===== config.mk =====
export PLATFORM = sky130hd
export DESIGN_NAME = regfile_write_arbiter_flat
export DESIGN_NICKNAME = d
export VERILOG_FILES = /design/src/rtl/regfile_write_arbiter_if.sv /design/src/rtl/regfile_write_arbiter.sv /design/src/flat_wrapper.sv
export SDC_FILE = /design/constraint.sdc
export NUM_CORES = 1
export LEC_CHECK = 0
export BUFFER_PORTS_ARGS = -buffer_cell sky130_fd_sc_hd__buf_2
export CORE_ASPECT_RATIO = 0.6
export CORE_MARGIN = 10
export CORE_UTILIZATION = 46
export CTS_CLUSTER_DIAMETER = 100
export CTS_CLUSTER_SIZE = 10
export DETAILED_ROUTE_END_ITERATION = 16
export PLACE_DENSITY = 0.77
export SETUP_SLACK_MARGIN = 0.3
export SLEW_MARGIN = 5
export SYNTH_ARGS = -nofsm -noshare
export SYNTH_HDL_FRONTEND = slang
export SYNTH_SLANG_ARGS = --single-unit

===== constraint.sdc =====
create_clock -name clk -period 2.6 [get_ports clk]
set_input_delay 0 -clock clk [delete_from_list [all_inputs] [get_ports clk]]
set_output_delay 0 -clock clk [all_outputs]
set_load 0.02 [all_outputs]

===== src/rtl/regfile_write_arbiter_if.sv =====
// ---------------------------------------------------------------------------
// regfile_write_arbiter_if
//   Bundles the requester side (valid/lock/addr/data in, ready out) and the
//   register-file write port (wr_en/wr_addr/wr_data/wr_src) of the write
//   arbiter.
//
//   modport slave  : the arbiter's view (requests in, grant and write port out)
//   modport master : the requesters'/environment's view (the opposite)
//
//   Packed request vectors: slice k of req_addr is [k*AW +: AW], slice k of
//   req_data is [k*WORD_LENGTH +: WORD_LENGTH].
// ---------------------------------------------------------------------------
interface regfile_write_arbiter_if #(
   parameter int WORD_LENGTH = 8,
   parameter int REG_AMOUNT  = 8,
   parameter int NUM_REQ     = 4
);
   localparam int AW = $clog2(REG_AMOUNT);
   localparam int SW = $clog2(NUM_REQ);

   logic [NUM_REQ-1:0]             req_valid;
   logic [NUM_REQ-1:0]             req_lock;
   logic [NUM_REQ*AW-1:0]          req_addr;
   logic [NUM_REQ*WORD_LENGTH-1:0] req_data;
   logic [NUM_REQ-1:0]             req_ready;

   logic                           wr_en;
   logic [AW-1:0]                  wr_addr;
   logic [WORD_LENGTH-1:0]         wr_data;
   logic [SW-1:0]                  wr_src;

   modport slave (
      input  req_valid, req_lock, req_addr, req_data,
      output req_ready, wr_en, wr_addr, wr_data, wr_src
   );

   modport master (
      output req_valid, req_lock, req_addr, req_data,
      input  req_ready, wr_en, wr_addr, wr_data, wr_src
   );
endinterface


===== src/rtl/regfile_write_arbiter.sv =====
// ---------------------------------------------------------------------------
// regfile_write_arbiter
//   Round-robin arbiter sharing the single write port of the register file
//   between NUM_REQ requesters. The winning request is registered into an
//   output stage that drives the register file's write pins directly. A
//   requester may hold the port for up to MAX_LOCK back-to-back grants by
//   asserting its lock bit (MAX_LOCK = 1 disables locking).
//
//   Ports:
//     clk    : clock, all logic on the rising edge
//     rst_n  : synchronous active-low reset
//     bus_if : regfile_write_arbiter_if.slave
//                req_valid/req_lock/req_addr/req_data in, req_ready out
//                (combinational, one-hot or zero), wr_en/wr_addr/wr_data/
//                wr_src out (registered)
// ---------------------------------------------------------------------------
module regfile_write_arbiter #(
   parameter int WORD_LENGTH = 8,
   parameter int REG_AMOUNT  = 8,
   parameter int NUM_REQ     = 4,
   parameter int MAX_LOCK    = 16
) (
   input  logic                   clk,
   input  logic                   rst_n,
   regfile_write_arbiter_if.slave bus_if
);
   localparam int AW  = $clog2(REG_AMOUNT);
   localparam int SW  = $clog2(NUM_REQ);
   // While locked the count never exceeds MAX_LOCK-1, so this width suffices.
   localparam int LCW = (MAX_LOCK > 1) ? $clog2(MAX_LOCK) : 1;
   localparam logic [LCW-1:0] LOCK_LAST = LCW'(MAX_LOCK - 1);

   typedef enum logic {
      ST_OPEN,
      ST_LOCKED
   } lock_state_e;

   // (base + off) mod NUM_REQ for off in 0..NUM_REQ-1; one subtraction is enough.
   function automatic logic [SW-1:0] wrap_add(input logic [SW-1:0] base, input int off);
      int sum;
      sum = int'(base) + off;
      if (sum >= NUM_REQ) sum = sum - NUM_REQ;
      return SW'(sum);
   endfunction

   lock_state_e             r_state, w_state_nxt;
   logic [SW-1:0]           r_owner, w_owner_nxt;
   logic [LCW-1:0]          r_lock_cnt, w_lock_cnt_nxt;
   logic [SW-1:0]           r_ptr;

   logic                    r_wr_en;
   logic [AW-1:0]           r_wr_addr;
   logic [WORD_LENGTH-1:0]  r_wr_data;
   logic [SW-1:0]           r_wr_src;

   logic                    w_locked;
   logic                    w_acquire;
   logic                    w_grant_vld;
   logic [SW-1:0]           w_grant_idx;
   logic [AW-1:0]           w_addr_arr [NUM_REQ];
   logic [WORD_LENGTH-1:0]  w_data_arr [NUM_REQ];

   for (genvar k = 0; k < NUM_REQ; k++) begin : g_unpack
      assign w_addr_arr[k] = bus_if.req_addr[k*AW +: AW];
      assign w_data_arr[k] = bus_if.req_data[k*WORD_LENGTH +: WORD_LENGTH];
   end

   // The lock only binds while its owner keeps offering; a dropped valid
   // falls through to round-robin in the same cycle.
   assign w_locked = (r_state == ST_LOCKED) && bus_if.req_valid[r_owner];

   // -------------------------------------------------------------------
   // Winner selection
   // -------------------------------------------------------------------
   // NOTE: every signal written in an always_comb gets a default on entry;
   // a path that leaves one unassigned would infer a latch.
   always_comb begin
      w_grant_vld = 1'b0;
      w_grant_idx = '0;
      if (w_locked) begin
         w_grant_vld = 1'b1;
         w_grant_idx = r_owner;
      end else begin
         // Scan from the far end back toward ptr so the nearest valid index
         // is the last assignment and therefore the winner.
         for (int i = NUM_REQ - 1; i >= 0; i--) begin
            if (bus_if.req_valid[wrap_add(r_ptr, i)]) begin
               w_grant_vld = 1'b1;
               w_grant_idx = wrap_add(r_ptr, i);
            end
         end
      end
   end

   assign w_acquire = w_grant_vld && !w_locked && (MAX_LOCK > 1) &&
                      bus_if.req_lock[w_grant_idx];

   assign bus_if.req_ready = (rst_n && w_grant_vld) ? (NUM_REQ'(1) << w_grant_idx) : '0;

   // -------------------------------------------------------------------
   // Lock FSM: next state
   // -------------------------------------------------------------------
   always_comb begin
      w_state_nxt    = r_state;
      w_owner_nxt    = r_owner;
      w_lock_cnt_nxt = r_lock_cnt;
      if (w_locked) begin
         // A locked cycle always grants the owner; the grant completes even
         // when it is the one that releases the lock.
         if (bus_if.req_lock[w_grant_idx] && (r_lock_cnt < LOCK_LAST)) begin
            w_lock_cnt_nxt = r_lock_cnt + LCW'(1);
         end else begin
            w_state_nxt = ST_OPEN;
         end
      end else if (w_acquire) begin
         w_state_nxt    = ST_LOCKED;
         w_owner_nxt    = w_grant_idx;
         w_lock_cnt_nxt = LCW'(1);
      end else begin
         w_state_nxt = ST_OPEN;
      end
   end

   // -------------------------------------------------------------------
   // Lock FSM: state register
   // -------------------------------------------------------------------
   // NOTE: sequential state uses non-blocking assignments so every register
   // samples pre-edge values regardless of block ordering.
   always_ff @(posedge clk) begin
      if (!rst_n) begin
         r_state    <= ST_OPEN;
         r_owner    <= '0;
         r_lock_cnt <= '0;
      end else begin
         r_state    <= w_state_nxt;
         r_owner    <= w_owner_nxt;
         r_lock_cnt <= w_lock_cnt_nxt;
      end
   end

   // -------------------------------------------------------------------
   // Pointer and output stage
   // -------------------------------------------------------------------
   // NOTE: address/data/source registers are reset too, because the write
   // port must present all-zero values after reset, not just wr_en = 0.
   always_ff @(posedge clk) begin
      if (!rst_n) begin
         r_ptr     <= '0;
         r_wr_en   <= 1'b0;
         r_wr_addr <= '0;
         r_wr_data <= '0;
         r_wr_src  <= '0;
      end else begin
         r_wr_en <= w_grant_vld;
         if (w_grant_vld) begin
            // Advances on locked grants as well, so a released or dropped
            // lock resumes just past its owner.
            r_ptr     <= wrap_add(w_grant_idx, 1);
            r_wr_addr <= w_addr_arr[w_grant_idx];
            r_wr_data <= w_data_arr[w_grant_idx];
            r_wr_src  <= w_grant_idx;
         end
      end
   end

   assign bus_if.wr_en   = r_wr_en;
   assign bus_if.wr_addr = r_wr_addr;
   assign bus_if.wr_data = r_wr_data;
   assign bus_if.wr_src  = r_wr_src;

endmodule


===== src/flat_wrapper.sv =====
// flat-port wrapper written by rule: the top's interface ports become plain ports
module regfile_write_arbiter_flat 
#(
   parameter int WORD_LENGTH = 8,
   parameter int REG_AMOUNT  = 8,
   parameter int NUM_REQ     = 4,
   parameter int MAX_LOCK    = 16
)
  (clk, rst_n, bus_if_req_valid, bus_if_req_lock, bus_if_req_addr, bus_if_req_data, bus_if_req_ready, bus_if_wr_en, bus_if_wr_addr, bus_if_wr_data, bus_if_wr_src);
  regfile_write_arbiter_if #(.WORD_LENGTH(WORD_LENGTH), .REG_AMOUNT(REG_AMOUNT), .NUM_REQ(NUM_REQ)) bus_if_i ();
  input  logic clk;
  input  logic rst_n;
  input wire logic [$bits(bus_if_i.req_valid)-1:0] bus_if_req_valid;
  input wire logic [$bits(bus_if_i.req_lock)-1:0] bus_if_req_lock;
  input wire logic [$bits(bus_if_i.req_addr)-1:0] bus_if_req_addr;
  input wire logic [$bits(bus_if_i.req_data)-1:0] bus_if_req_data;
  output wire logic [$bits(bus_if_i.req_ready)-1:0] bus_if_req_ready;
  output wire logic [$bits(bus_if_i.wr_en)-1:0] bus_if_wr_en;
  output wire logic [$bits(bus_if_i.wr_addr)-1:0] bus_if_wr_addr;
  output wire logic [$bits(bus_if_i.wr_data)-1:0] bus_if_wr_data;
  output wire logic [$bits(bus_if_i.wr_src)-1:0] bus_if_wr_src;
  assign bus_if_i.req_valid = bus_if_req_valid;
  assign bus_if_i.req_lock = bus_if_req_lock;
  assign bus_if_i.req_addr = bus_if_req_addr;
  assign bus_if_i.req_data = bus_if_req_data;
  assign bus_if_req_ready = bus_if_i.req_ready;
  assign bus_if_wr_en = bus_if_i.wr_en;
  assign bus_if_wr_addr = bus_if_i.wr_addr;
  assign bus_if_wr_data = bus_if_i.wr_data;
  assign bus_if_wr_src = bus_if_i.wr_src;
  regfile_write_arbiter #(.WORD_LENGTH(WORD_LENGTH), .REG_AMOUNT(REG_AMOUNT), .NUM_REQ(NUM_REQ), .MAX_LOCK(MAX_LOCK)) u_core (.clk(clk), .rst_n(rst_n), .bus_if(bus_if_i));
endmodule

==> impl_metrics.ini <==
[outcome]
status = complete, no violations

[timing]
setup_viol = 0
skew_ns = 0.00457
tns_ns = 0
maxSlewViolCount = 0
rsz0062_at_grt = false
worstMarginPinSlew_ns = 0.459
slew_headroom = 0.692
finalHoldViolations = 0
hold-worst-slack_ns = 0.177
period_needed_ns = 2.23
fin_crit_sh = 0.856
fmax_mhz = 449

[clocking]
path_clk_slew_ns = 0.08
htree_levels = 1
cts_tree = done
hold_buffers = 0
clockBufferDepth = 2
clock-sinks = 23
clock_latency_ns = 0.27
cts_buffers = 3
cts-root-buf = clkbuf_8

[route]
via_per_inst = 5.53
drt-total-wl_um = 4870
drt_first_pass_iters = 4
ant_nets = 0
drt-initial-drc-count = 168
drc = 0
wl_per_cell_um = 16.6
dr_total_vias = 1621

[setup_path]
required_ns = 2.76
crit_fanout = 7
ff2ff_path_depth = 7
worstSetupEndpointType = flop
crit_arrival_ns = 2.39
setup.worst_path.start_class = flop
worstSetupPathType = reg -> reg

[finish]
design_area_um2 = 2070
area_delta_synth_final_pct = 34.8
fin_util = 0.642
fin_nets = 308
num_antenna_cells = 0
drive_above_1_share = 0.415

[logic_synthesis]
netlist.area_leader.share = 0.300
synth_edf_count = 0
synth_warnings = 0
ys.flop_type = dfxtp_1
ys_async_sr_fraction = 0
synth_top_cells_by_area = dfxtp_1 (30%), mux2i_1 (16%), mux2_2 (8.8%)
netlist.top_cell.by_area = dfxtp_1
synth_nets = 236
syn_inst = 177
synth.most_common_cell = mux2i_1
ys_seq_area_frac = 0.300
synthesis.area_um2 = 1540
avgSynthCellArea_um2 = 8.68
synth_common_cells = mux2i_1 (25), dfxtp_1 (23), nand3_1 (14)
synth_cell_types = 38
synth-seq-cells = 23

[power]
p_int_mw = 0.888
p_total_mw = 1.45
peakVddDrop_mv = 0.426
combPwrFrac = 0.516
p_seq_frac = 0.328
p_sw_frac = 0.388
leakage_nw = 1.03
p_per_area_nw_per_um2 = 701
clkPwrFrac = 0.157
p_switching_mw = 0.564

[floorplan]
core_um2 = 3220
chipWidth_um = 94.6
io_pins = 72
num_rows = 16
start_util = 0.477
die_h_um = 64.8
die_area_um2 = 6130

[grt]
track_usage = 0.150
grt_antenna_before_repair = 0
grt_overflow_total = 0
grt_max_degree = 28
grt_pass1_vias = 1581
grt_pass1_wl_um = 7620

[min_path]
hold_depth = 4
min_path_type = in -> reg

[placed_design]
gp_congestion = 0.843
dpl.hpwl_um = 3620
io_buffers = 71
postPlaceCellArea_um2 = 1930

[run]
max-cap-violations = 0
path summary, 6_finish.rpt:
check / endpoint / startpoint / slack, ns
max reg2reg: u_core.r_lock_cnt[3]$_SDFFE_PN0P_ / u_core.r_owner[1]$_SDFFE_PN0P_ / 0.37
max: u_core.r_lock_cnt[3]$_SDFFE_PN0P_ / u_core.r_owner[1]$_SDFFE_PN0P_ / 0.37
min: u_core.bus_if.wr_addr[1]$_SDFFE_PN0N_ / bus_if_req_addr[7] / 0.18
min reg2reg: u_core.bus_if.wr_src[0]$_SDFFE_PN0N_ / u_core.bus_if.wr_src[0]$_SDFFE_PN0N_ / 0.46
worst max-delay path: stages, from the launching register on:
cell and delay [ns]:
dfxtp_4 0.40, mux2i_4 0.28, o22a_1 0.20, o221ai_2 0.11, and2_4 0.19, mux2_4 0.35
mux2_2 0.32, a211o_1 0.26
logic make-up (layout without fill, tap and decap cells):
logic type / after synthesis / in the layout / share of synthesized area
AND/OR/NAND/NOR: 53 / 53 / 0.167
AO/OA/AOI/OAI: 41 / 41 / 0.183
multiplexers: 38 / 38 / 0.261
flip-flops: 23 / 23 / 0.300
buffers and inverters: 17 / 88 / 0.0489
adder cells (fa/ha/maj): 5 / 5 / 0.0407
metal layers:
metal	vias up	wire length [um]	GRT usage	part of all wire
met3	4	623	0.0816	0.13
met5	-	0	0	0
li1	802	-	-	-
met4	0	27	0.00929	0.0055
met2	75	2090	0.230	0.43
met1	740	2140	0.188	0.44
sequential cells by signal, indices dropped and copies added (netlist names):
register,flops
u_core.bus_if.wr_addr,3
u_core.bus_if.wr_data,8
u_core.r_lock_cnt,4
u_core.bus_if.wr_en,1
u_core.r_owner,2
u_core.r_state,1
u_core.bus_if.wr_src,2
u_core.r_ptr,2
power by group through the flow:
stage | Clock, mW | Combinational, mW | Sequential (mW)
floorplan | 0 | 0.441 | 0.519
global placement | 0 | 0.658 | 0.471
detailed placement | 0 | 0.668 | 0.474
CTS | 0.230 | 0.694 | 0.470
global route | 0.243 | 0.814 | 0.485
finish | 0.227 | 0.749 | 0.476
layout by cell type (no fill, tap or decap), types with 2 or more instances in the layout:
cell type and count:
a211oi_1 2, a21oi_1 9, a221oi_1 4, and3_1 6, buf_2 71, buf_4 4, clkbuf_8 3, dfxtp_1 22
ha_1 5, inv_1 6, mux2_2 12, mux2i_1 23, mux2i_4 2, nand2_1 13, nand3_1 14, nor2_1 9
nor3_1 3, o21ai_0 13
cell type report:
type | instances | area (um2)
Timing Repair Buffer | 77 | 430
Sequential cell | 23 | 464
Inverter | 7 | 26.3
Fill cell | 282 | 1150
Multi-Input combinational cell | 137 | 1050
Tap cell | 45 | 56.3
Clock buffer | 4 | 45.0
timing repair:
item	CTS	global route
gates cloned	0	1
setup buffers	1	1
setup endpoints to repair	9	8
resized for setup	6	7
pin swaps	1	1
stage by stage:
stage          instances  setup WS (ns)
2_1_floorplan        177          0.336
3_3_place_gp         286          0.330
3_5_place_dp         286          0.232
4_1_cts              291          0.330
5_1_grt              293          0.295
6_report             293          0.374
Power figures use the tool's default switching activity.
